`config.mk`:
```
export PLATFORM = sky130hd
export DESIGN_NAME = uart_rx_pattern_trigger
export DESIGN_NICKNAME = d
export VERILOG_FILES = /design/src/rtl/uart_rx_pattern_trigger.sv
export SDC_FILE = /design/constraint.sdc
export NUM_CORES = 1
export LEC_CHECK = 0
export CAP_MARGIN = 0
export CORE_MARGIN = 1
export CORE_UTILIZATION = 45
export CTS_CLUSTER_SIZE = 25
export DETAILED_ROUTE_END_ITERATION = 8
export GPL_TIMING_DRIVEN = 0
export PLACE_DENSITY = 0.81
export SETUP_SLACK_MARGIN = 0.4
export SYNTH_ARGS = -nofsm -noshare
export SYNTH_HDL_FRONTEND = slang
export SYNTH_SLANG_ARGS = --single-unit
```
`constraint.sdc`:
```
create_clock -name clk -period 6.08 [get_ports clk]
set_input_delay 0.912 -clock clk [delete_from_list [all_inputs] [get_ports clk]]
set_output_delay 0.912 -clock clk [all_outputs]
set_load 0.03 [all_outputs]
```
`src/rtl/uart_rx_pattern_trigger.sv`:
```
// Byte-stream consumer behind uart_core's receive handshake: keeps a history of
// recent bytes and pulses trigger when a programmable masked pattern matches.
`timescale 1ns/1ps
module uart_rx_pattern_trigger #(
  parameter int pMAX_BYTES = 8,
  parameter int pCOUNT_W   = 16
) (
  input  logic                    clk,
  input  logic                    reset_n,
  input  logic                    clear,
  input  logic                    arm,
  input  logic                    single_shot,
  input  logic [3:0]              pattern_len,
  input  logic [8*pMAX_BYTES-1:0] pattern,
  input  logic [8*pMAX_BYTES-1:0] pattern_mask,
  input  logic                    rxd_syn,
  input  logic [7:0]              rxd_data,
  output logic                    rxd_ack,
  output logic                    trigger,
  output logic [pCOUNT_W-1:0]     match_count,
  output logic                    fired
);

  localparam int CNT_W = $clog2(pMAX_BYTES + 1);

  typedef enum logic [0:0] {
    WAIT_SYN = 1'b0,
    ACK      = 1'b1
  } state_t;

  state_t                  state_r;
  state_t                  next_state_s;
  logic                    cap_s;
  logic                    ack_next_s;
  logic                    cap_r;
  logic                    rxd_ack_r;
  logic [8*pMAX_BYTES-1:0] hist_r;
  logic [8*pMAX_BYTES-1:0] hist_next_s;
  logic [CNT_W-1:0]        valid_cnt_r;
  logic [31:0]             eff_len_s;
  logic                    match_s;
  logic                    issue_s;
  logic                    trigger_r;
  logic                    fired_r;
  logic [pCOUNT_W-1:0]     match_count_r;

  // Byte i of the history matches when every enabled bit equals the pattern bit.
  function automatic logic masked_match(
    input logic [8*pMAX_BYTES-1:0] hist,
    input logic [8*pMAX_BYTES-1:0] pat,
    input logic [8*pMAX_BYTES-1:0] mask,
    input logic [31:0]             len
  );
    logic ok;
    ok = 1'b1;
    for (int i = 0; i < pMAX_BYTES; i++) begin
      if ((32'(i) < len) && (((hist[8*i +: 8] ^ pat[8*i +: 8]) & mask[8*i +: 8]) != 8'h00)) begin
        ok = 1'b0;
      end else begin
        ok = ok;
      end
    end
    return ok;
  endfunction

  // Handshake state register.
  always_ff @(posedge clk or negedge reset_n) begin
    if (!reset_n) begin
      state_r <= WAIT_SYN;
    end else begin
      state_r <= next_state_s;
    end
  end

  // Handshake next-state logic.
  always_comb begin
    next_state_s = WAIT_SYN;
    case (state_r)
      WAIT_SYN: next_state_s = rxd_syn ? ACK : WAIT_SYN;
      ACK:      next_state_s = rxd_syn ? ACK : WAIT_SYN;
      default:  next_state_s = WAIT_SYN;
    endcase
  end

  // Handshake outputs: capture only on the WAIT_SYN edge, ack follows the state.
  always_comb begin
    cap_s      = 1'b0;
    ack_next_s = 1'b0;
    case (state_r)
      WAIT_SYN: begin
        cap_s      = rxd_syn;
        ack_next_s = rxd_syn;
      end
      ACK: begin
        cap_s      = 1'b0;
        ack_next_s = rxd_syn;
      end
      default: begin
        cap_s      = 1'b0;
        ack_next_s = 1'b0;
      end
    endcase
  end

  // Next history: older bytes move up one slot, the new byte lands in slot 0.
  always_comb begin
    hist_next_s        = hist_r;
    hist_next_s[7:0]   = rxd_data;
    for (int i = 1; i < pMAX_BYTES; i++) begin
      hist_next_s[8*i +: 8] = hist_r[8*(i-1) +: 8];
    end
  end

  // Compare on the edge after capture, with config sampled here.
  always_comb begin
    eff_len_s = (32'(pattern_len) > 32'(pMAX_BYTES)) ? 32'(pMAX_BYTES) : 32'(pattern_len);
    match_s   = cap_r && (eff_len_s != 32'd0) && (32'(valid_cnt_r) >= eff_len_s) &&
                masked_match(hist_r, pattern, pattern_mask, eff_len_s);
    issue_s   = match_s && arm && !(single_shot && fired_r);
  end

  // Ack and capture strobe registers; clear drops a byte captured on the same edge.
  always_ff @(posedge clk or negedge reset_n) begin
    if (!reset_n) begin
      rxd_ack_r <= 1'b0;
      cap_r     <= 1'b0;
    end else begin
      rxd_ack_r <= ack_next_s;
      cap_r     <= cap_s && !clear;
    end
  end

  // History and fill level.
  always_ff @(posedge clk or negedge reset_n) begin
    if (!reset_n) begin
      hist_r      <= '0;
      valid_cnt_r <= '0;
    end else if (clear) begin
      hist_r      <= '0;
      valid_cnt_r <= '0;
    end else if (cap_s) begin
      hist_r      <= hist_next_s;
      valid_cnt_r <= (valid_cnt_r != CNT_W'(pMAX_BYTES)) ? valid_cnt_r + CNT_W'(1) : valid_cnt_r;
    end else begin
      hist_r      <= hist_r;
      valid_cnt_r <= valid_cnt_r;
    end
  end

  // Match counter, trigger pulse and single-shot flag.
  always_ff @(posedge clk or negedge reset_n) begin
    if (!reset_n) begin
      match_count_r <= '0;
      trigger_r     <= 1'b0;
      fired_r       <= 1'b0;
    end else if (clear) begin
      match_count_r <= '0;
      trigger_r     <= 1'b0;
      fired_r       <= 1'b0;
    end else begin
      if (match_s && (match_count_r != {pCOUNT_W{1'b1}})) begin
        match_count_r <= match_count_r + pCOUNT_W'(1);
      end else begin
        match_count_r <= match_count_r;
      end
      trigger_r <= issue_s;
      if (!arm) begin
        fired_r <= 1'b0;
      end else if (issue_s && single_shot) begin
        fired_r <= 1'b1;
      end else begin
        fired_r <= fired_r;
      end
    end
  end

  assign rxd_ack     = rxd_ack_r;
  assign trigger     = trigger_r;
  assign match_count = match_count_r;
  assign fired       = fired_r;

endmodule

```
==> results of run 1 <==
==> path summary, 6_finish.rpt <==
path / end / slack [ps] / cells after the start
worst max-delay path: match_count[6]$_DFFE_PN0P_ / 2630 / 11
worst min-delay path: hist_r[4]$_DFFE_PN0P_ / 460 / 1
worst max register to register: match_count[6]$_DFFE_PN0P_ / 3310 / 8
worst min register to register: trigger$_DFF_PN0_ / 500 / 1
max in group asynchronous: valid_cnt_r[3]$_DFFE_PN0P_ / 5000 / 2
min in group clk: trigger$_DFF_PN0_ / 500 / 1
==> power breakdown <==
part	internal (mW)	switching (mW)	leakage, nW	total (mW)
sequential	0.590	0.00553	1.22	0.595
combinational	0.116	0.0786	1.63	0.195
clock	0.203	0.210	0.103	0.412
==> cells in the mapped netlist, drive strengths merged (7+ instances only) <==
library cell / number / area share
nor2b: 11 / 0.015
a22o: 65 / 0.12
a22oi: 30 / 0.049
nand4: 8 / 0.011
a21oi: 10 / 0.011
nand2: 12 / 0.0098
nor2: 17 / 0.014
clkbuf: 16 / 0.013
nor4: 8 / 0.011
dfrtp: 88 / 0.48
xor2: 64 / 0.12
ha: 7 / 0.019
mux2: 10 / 0.024
==> layer usage <==
| metal | vias to the layer above | GRT usage | part of all wire |
|---|---|---|---|
| met5 | - | 0 | 0 |
| met4 | 0 | 0.0856 | 0.019 |
| met3 | 21 | 0.0444 | 0.068 |
| met2 | 174 | 0.452 | 0.51 |
| met1 | 1996 | 0.307 | 0.41 |
| li1 | 1920 | - | - |
==> registers in the layout, indices dropped and copies added (netlist names) <==
name	count
valid_cnt_r	4
cap_r	1
rxd_ack	1
fired	1
hist_r	64
trigger	1
match_count	16
==> layout make-up <==
type,count,area (um2),area share
multi-input cells,297,2290,0.345
flip-flops and latches,88,2200,0.331
repair buffers,165,1670,0.251
inverters,6,22.5,0.00339
well taps,133,166,0.0250
clock inverters,6,65.1,0.00979
plain buffers,22,92.6,0.0139
clock buffers,10,138,0.0207
==> cell families after synthesis <==
family,after synthesis,share of synthesized area
mux,11,0.0266
flops,88,0.478
buf+inv,28,0.0250
fa+ha+maj,7,0.0190
simple gates,87,0.106
xor+xnor,65,0.123
compound gates,127,0.223
==> stage by stage <==
step	cell area, um2	setup slack, ps
finish	6650	2630
global route	6650	2460
CTS	6650	2680
detailed placement	6440	2340
global placement	6420	1060
floorplan	4610	3220
==> reports/qor.csv, run 1 <==
stage;metric;value;unit
status;status;complete, no violations;
global_routing;Total GRT Usage;0.252;
sta;RSZ-0062 raised after global routing;no;
floorplan;die area;10700;um2
pwr;Overall Power;1.20;mW
placement;Placer Congestion;0.891;
floorplan;Die Y;103;um
final_layout;most common cell after layout, fill and taps aside;clkdlybuf4s50_1;
critical_path;Setup crit start;pattern_len[0];
floorplan;Starting Density;0.467;
sta;slew margin rel.;0.633;
yosys;YS warnings;0;
placement;placed insts;711;
sta;Fin. Hold Viols;0;
final_layout;ant diodes;0;
yosys;cell count after synthesis;413;
final_layout;non-filler cells, final;727;
critical_path;critical path's slowest cell;clkdlybuf4s50_1;
cts;Worst-path clk slew;90;ps
cts;CTS max path bufs;2;
yosys;Syn Area/Cell;11.2;um2
sta;Tcrit/Tclk final;0.567;
cts;htree depth;3;
cts;worst skew pair latency;360;ps
cts;postcts setup bufs;0;
floorplan;IO Pins;165;
detailed_routing;drt drc;0;
cts;CTS Hold Bufs;0;
sta;WHS;459;ps
sta;Max Slew Vio Count;0;
cts;CTS tree;done;
sta;final setup vio count;0;
global_routing;total gr overflow;0;
critical_path;worst-path cell chain;clkdlybuf4s50_1, nor2b_1, ha_1, nand2b_1, a211o_1, a21oi_1, nor3_1, o211ai_1, clkbuf_1, nor4_1, mux2_2;
global_routing;global-route wire length before repair;20300;um
critical_path;critical path peak fanout;10;
final_layout;most frequent cells in the layout;163 x clkdlybuf4s50_1, 88 x dfrtp_1, 65 x a22o_1, 64 x xor2_1, 30 x a22oi_1;
detailed_routing;Via Count;4111;
sta;clk_skew;15.5;ps
cts;CTS sink cnt;88;
cts;root buffer cell;clkbuf_8;
yosys;Synth async-reset ratio;1.00;
cts;post-CTS resize count;0;
pwr;Leak;2.95;nW
yosys;post-synth net total;566;
pwr;PwrDens;181;nW/um2
yosys;Synth Flop Type;dfrtp_1;
worst_hold_path;Worst Hold Class;in -> async;
sta;fmax;290;MHz
placement;Buffers on Ports;164;
critical_path;Critical Path Source Type;input port;
sta;Total Neg Setup Slack;0;ps
detailed_routing;DRT Pass-1 Iters;5;
pwr;Worst VDD drop;0.114;mV
yosys;Seq/Total Area, Yosys;0.478;
critical_path;buffer and inverter count on the worst path;2;
run;total of max-cap violations;0;
yosys;count of cell types in the netlist;44;
critical_path;Reg-to-Reg Start;hist_r[22]$_DFFE_PN0P_;
sta;Slew @ Worst Pin;551;ps
floorplan;die width;103;um
detailed_routing;post-route ant nets;0;
final_layout;fraction of layout instances using a drive strength above 1;0.0589;
placement;dpl hpwl;10000;um
cts;CTS buffer count;9;
yosys;Synth Register Bits;88;
critical_path;max incr delay on CP;500;ps
detailed_routing;initial drt markers;195;
global_routing;largest net degree at the start of global routing;63;
detailed_routing;Routed wire per std cell;17.6;um
final_layout;Nets;742;
global_routing;initial antenna violation count;0;
detailed_routing;Routed WL;12800;um
global_routing;vias in the first global route;4230;
floorplan;Rows;36;
final_layout;final core utilization;0.674;
yosys;mapped cell area;4610;um2
sta;Final Critical Period;3450;ps
critical_path;cell family with most CP delay;buffers and inverters;
detailed_routing;post-DR vias/cell;5.65;
critical_path;worst setup path class;in -> reg;
floorplan;core area;9860;um2
final_layout;synthesis-to-finish area growth;44.2;%
critical_path;CP required;6320;ps
final_layout;Fill cells;754;
yosys;EDFF count, synth;0;
critical_path;CP arrival;3680;ps
critical_path;CP Capture Type;flip-flop;
(Power assumes the default switching activity.)
==> inputs of run 2 (changes only) <==
==> constraint.sdc (replaced) <==
create_clock -name clk -period 3.21 [get_ports clk]
set_input_delay 0.4815 -clock clk [delete_from_list [all_inputs] [get_ports clk]]
set_output_delay 0.4815 -clock clk [all_outputs]
set_load 0.03 [all_outputs]
==> reports/qor.csv, run 2 (synthesized netlist as in run 1, its figures left out) <==
stage;metric;value;unit;change
detailed_routing;post-route ant nets;0;;unchanged
critical_path;Critical Path Source Type;input port;;
detailed_routing;post-DR vias/cell;5.70;;+0.81%
sta;Fin. Hold Viols;0;;unchanged
sta;final setup vio count;0;;unchanged
pwr;switching portion of total power;0.247;;+0.00238
critical_path;CP required;3470;ps;-2850 ps
final_layout;final core utilization;0.693;;+0.0195
detailed_routing;drt drc;0;;unchanged
global_routing;global-route wire length before repair;20400;um;+0.81%
detailed_routing;Via Count;4184;;+1.8%
critical_path;worst setup path class;in -> reg;;
floorplan;Rows;36;;unchanged
final_layout;synthesis-to-finish area growth;48.3;%;
pwr;Clock power frac;0.342;;about the same
final_layout;ant diodes;0;;unchanged
global_routing;vias in the first global route;4239;;+0.21%
final_layout;Nets;749;;+0.94%
sta;Max Slew Vio Count;0;;unchanged
final_layout;most frequent cells in the layout;161 x clkdlybuf4s50_1, 88 x dfrtp_1, 65 x a22o_1, 64 x xor2_1, 29 x a22oi_1;;
floorplan;core area;9860;um2;unchanged
floorplan;Starting Density;0.467;;unchanged
final_layout;Finished Cell Area;6840;um2;+2.9%
cts;CTS sink cnt;88;;unchanged
cts;root buffer cell;clkbuf_8;;
detailed_routing;initial drt markers;173;;-11%
placement;Buffers on Ports;164;;unchanged
sta;Slew @ Worst Pin;554;ps;+3.03 ps
critical_path;critical path's slowest cell;clkdlybuf4s50_1;;
detailed_routing;Routed WL;13300;um;+3.7%
cts;Worst-path clk slew;90;ps;about the same
pwr;Comb pwr share;0.166;;+0.004
global_routing;Total GRT Usage;0.254;;+0.00190
critical_path;buffer and inverter count on the worst path;2;;unchanged
sta;RSZ-0062 raised after global routing;no;;
pwr;Int Pwr;1.73;mW;+90%
final_layout;FF+latch area;2200;um2;unchanged
sta;Final Critical Period;2770;ps;
floorplan;IO Pins;165;;unchanged
cts;CTS buffer count;9;;unchanged
placement;placed cell area;6440;um2;unchanged
placement;Placer Congestion;0.891;;unchanged
floorplan;die area;10700;um2;unchanged
critical_path;CP Capture Type;flip-flop;;
floorplan;die width;103;um;unchanged
global_routing;largest net degree at the start of global routing;63;;unchanged
pwr;PwrDens;335;nW/um2;+85%
pwr;Overall Power;2.29;mW;+91%
critical_path;critical path peak fanout;5;;-5
final_layout;Fill cells;710;;-5.8%
final_layout;Largest register FFs;64;;unchanged
cts;worst skew pair latency;360;ps;about the same
placement;dpl hpwl;10000;um;unchanged
pwr;Worst VDD drop;0.218;mV;+91%
run;total of max-cap violations;0;;unchanged
pwr;Sequential Power Share;0.492;;-0.003
final_layout;fraction of layout instances using a drive strength above 1;0.0998;;+0.0409
final_layout;Biggest register;hist_r;;
critical_path;max incr delay on CP;420;ps;-80 ps
cts;CTS tree;done;;
sta;slew margin rel.;0.631;;-0.00202
floorplan;Die Y;103;um;unchanged
sta;clk_skew;15.8;ps;+0.229 ps
detailed_routing;Routed wire per std cell;18.1;um;+2.7%
cts;CTS max path bufs;2;;unchanged
final_layout;multi-input logic area;2420;um2;+5.5%
pwr;Leak;3.02;nW;+2.2%
sta;fmax;361;MHz;
sta;Tcrit/Tclk final;0.862;;
global_routing;total gr overflow;0;;unchanged
critical_path;CP arrival;3020;ps;-660 ps
cts;htree depth;3;;unchanged
final_layout;most common cell after layout, fill and taps aside;clkdlybuf4s50_1;;
worst_hold_path;Worst Hold Class;in -> async;;
pwr;P_sw;565;uW;+92%
detailed_routing;DRT Pass-1 Iters;5;;unchanged
global_routing;initial antenna violation count;0;;unchanged
critical_path;cell family with most CP delay;compound AO/OA/AOI/OAI gates;;
critical_path;worst-path cell chain;clkdlybuf4s50_1, xor2_1, a22oi_1, nand4_1, o21ai_0, o211ai_1, buf_4, nor4b_2, mux2_2;;
status;status;complete, no violations;;
[run 2: cell count changes in the layout (fill, tap and decap cells not counted), sizes merged]
cell / previous run / this run
buf: 8 / 16
clkdlybuf4s50: 163 / 161
dlymetal6s2s: 0 / 2
clkbuf: 26 / 25
[run 2: cell type report]
| type | count | share of cell area |
|---|---|---|
| repair buffers | 172 | 0.252 |
| well taps | 133 | 0.0243 |
| clock inverters | 6 | 0.00951 |
| clock buffers | 10 | 0.0201 |
| plain buffers | 22 | 0.0150 |
| inverters | 6 | 0.00329 |
| multi-input cells | 297 | 0.354 |
| flip-flops and latches | 88 | 0.322 |
[run 2: timing repair]
item / CTS / global route
resized for setup: 5 / 28
cloned: 0 / 1
hold buffers: 0 / 0
buffers inserted: 2 / 4
endpoints found under the setup margin: 12 / 16
pin swaps: 0 / 4
[run 2: power groups by stage]
stage / clock (mW) / sequential, mW / combinational (mW)
after floorplan: 0 / 1.15 / 0.116
after global placement: 0 / 1.15 / 0.356
after detailed placement: 0 / 1.15 / 0.371
after CTS: 0.793 / 1.13 / 0.373
after global routing: 0.828 / 1.13 / 0.411
final: 0.783 / 1.13 / 0.380
[run 2: per-stage QoR]
| stage | TNS, ps | hold WS, ps | std cells | worst slack, ps |
|---|---|---|---|---|
| 6_report | 0 | 25.4 | 734 | 442 |
| 3_3_place_gp | -122140 | 481 | 710 | -1380 |
| 5_1_grt | 0 | 45.7 | 734 | 370 |
| 2_1_floorplan | 0 | 186 | 413 | 782 |
| 3_5_place_dp | -824 | 423 | 711 | -97.9 |
| 4_1_cts | 0 | 34.9 | 729 | 407 |
[run 2: worst paths after layout]
kind | startpoint | to | slack, ps | depth (start not counted)
min in group clk | fired$_DFFE_PN0P_ | trigger$_DFF_PN0_ | 490 | 1
max | pattern[7] | match_count[2]$_DFFE_PN0P_ | 440 | 9
max in group asynchronous | reset_n | valid_cnt_r[3]$_DFFE_PN0P_ | 2550 | 2
max reg2reg | hist_r[22]$_DFFE_PN0P_ | match_count[2]$_DFFE_PN0P_ | 530 | 8
min | reset_n | hist_r[4]$_DFFE_PN0P_ | 30 | 1
min reg2reg | fired$_DFFE_PN0P_ | trigger$_DFF_PN0_ | 490 | 1
[run 2: layer usage]
layer | up-vias | wire, um | global-route usage | share of wire
met5 | - | 0 | 0 | 0
met4 | 0 | 313 | 0.0856 | 0.024
met3 | 34 | 916 | 0.0444 | 0.069
met2 | 187 | 6720 | 0.454 | 0.51
met1 | 2028 | 5310 | 0.311 | 0.40
li1 | 1935 | - | - | -
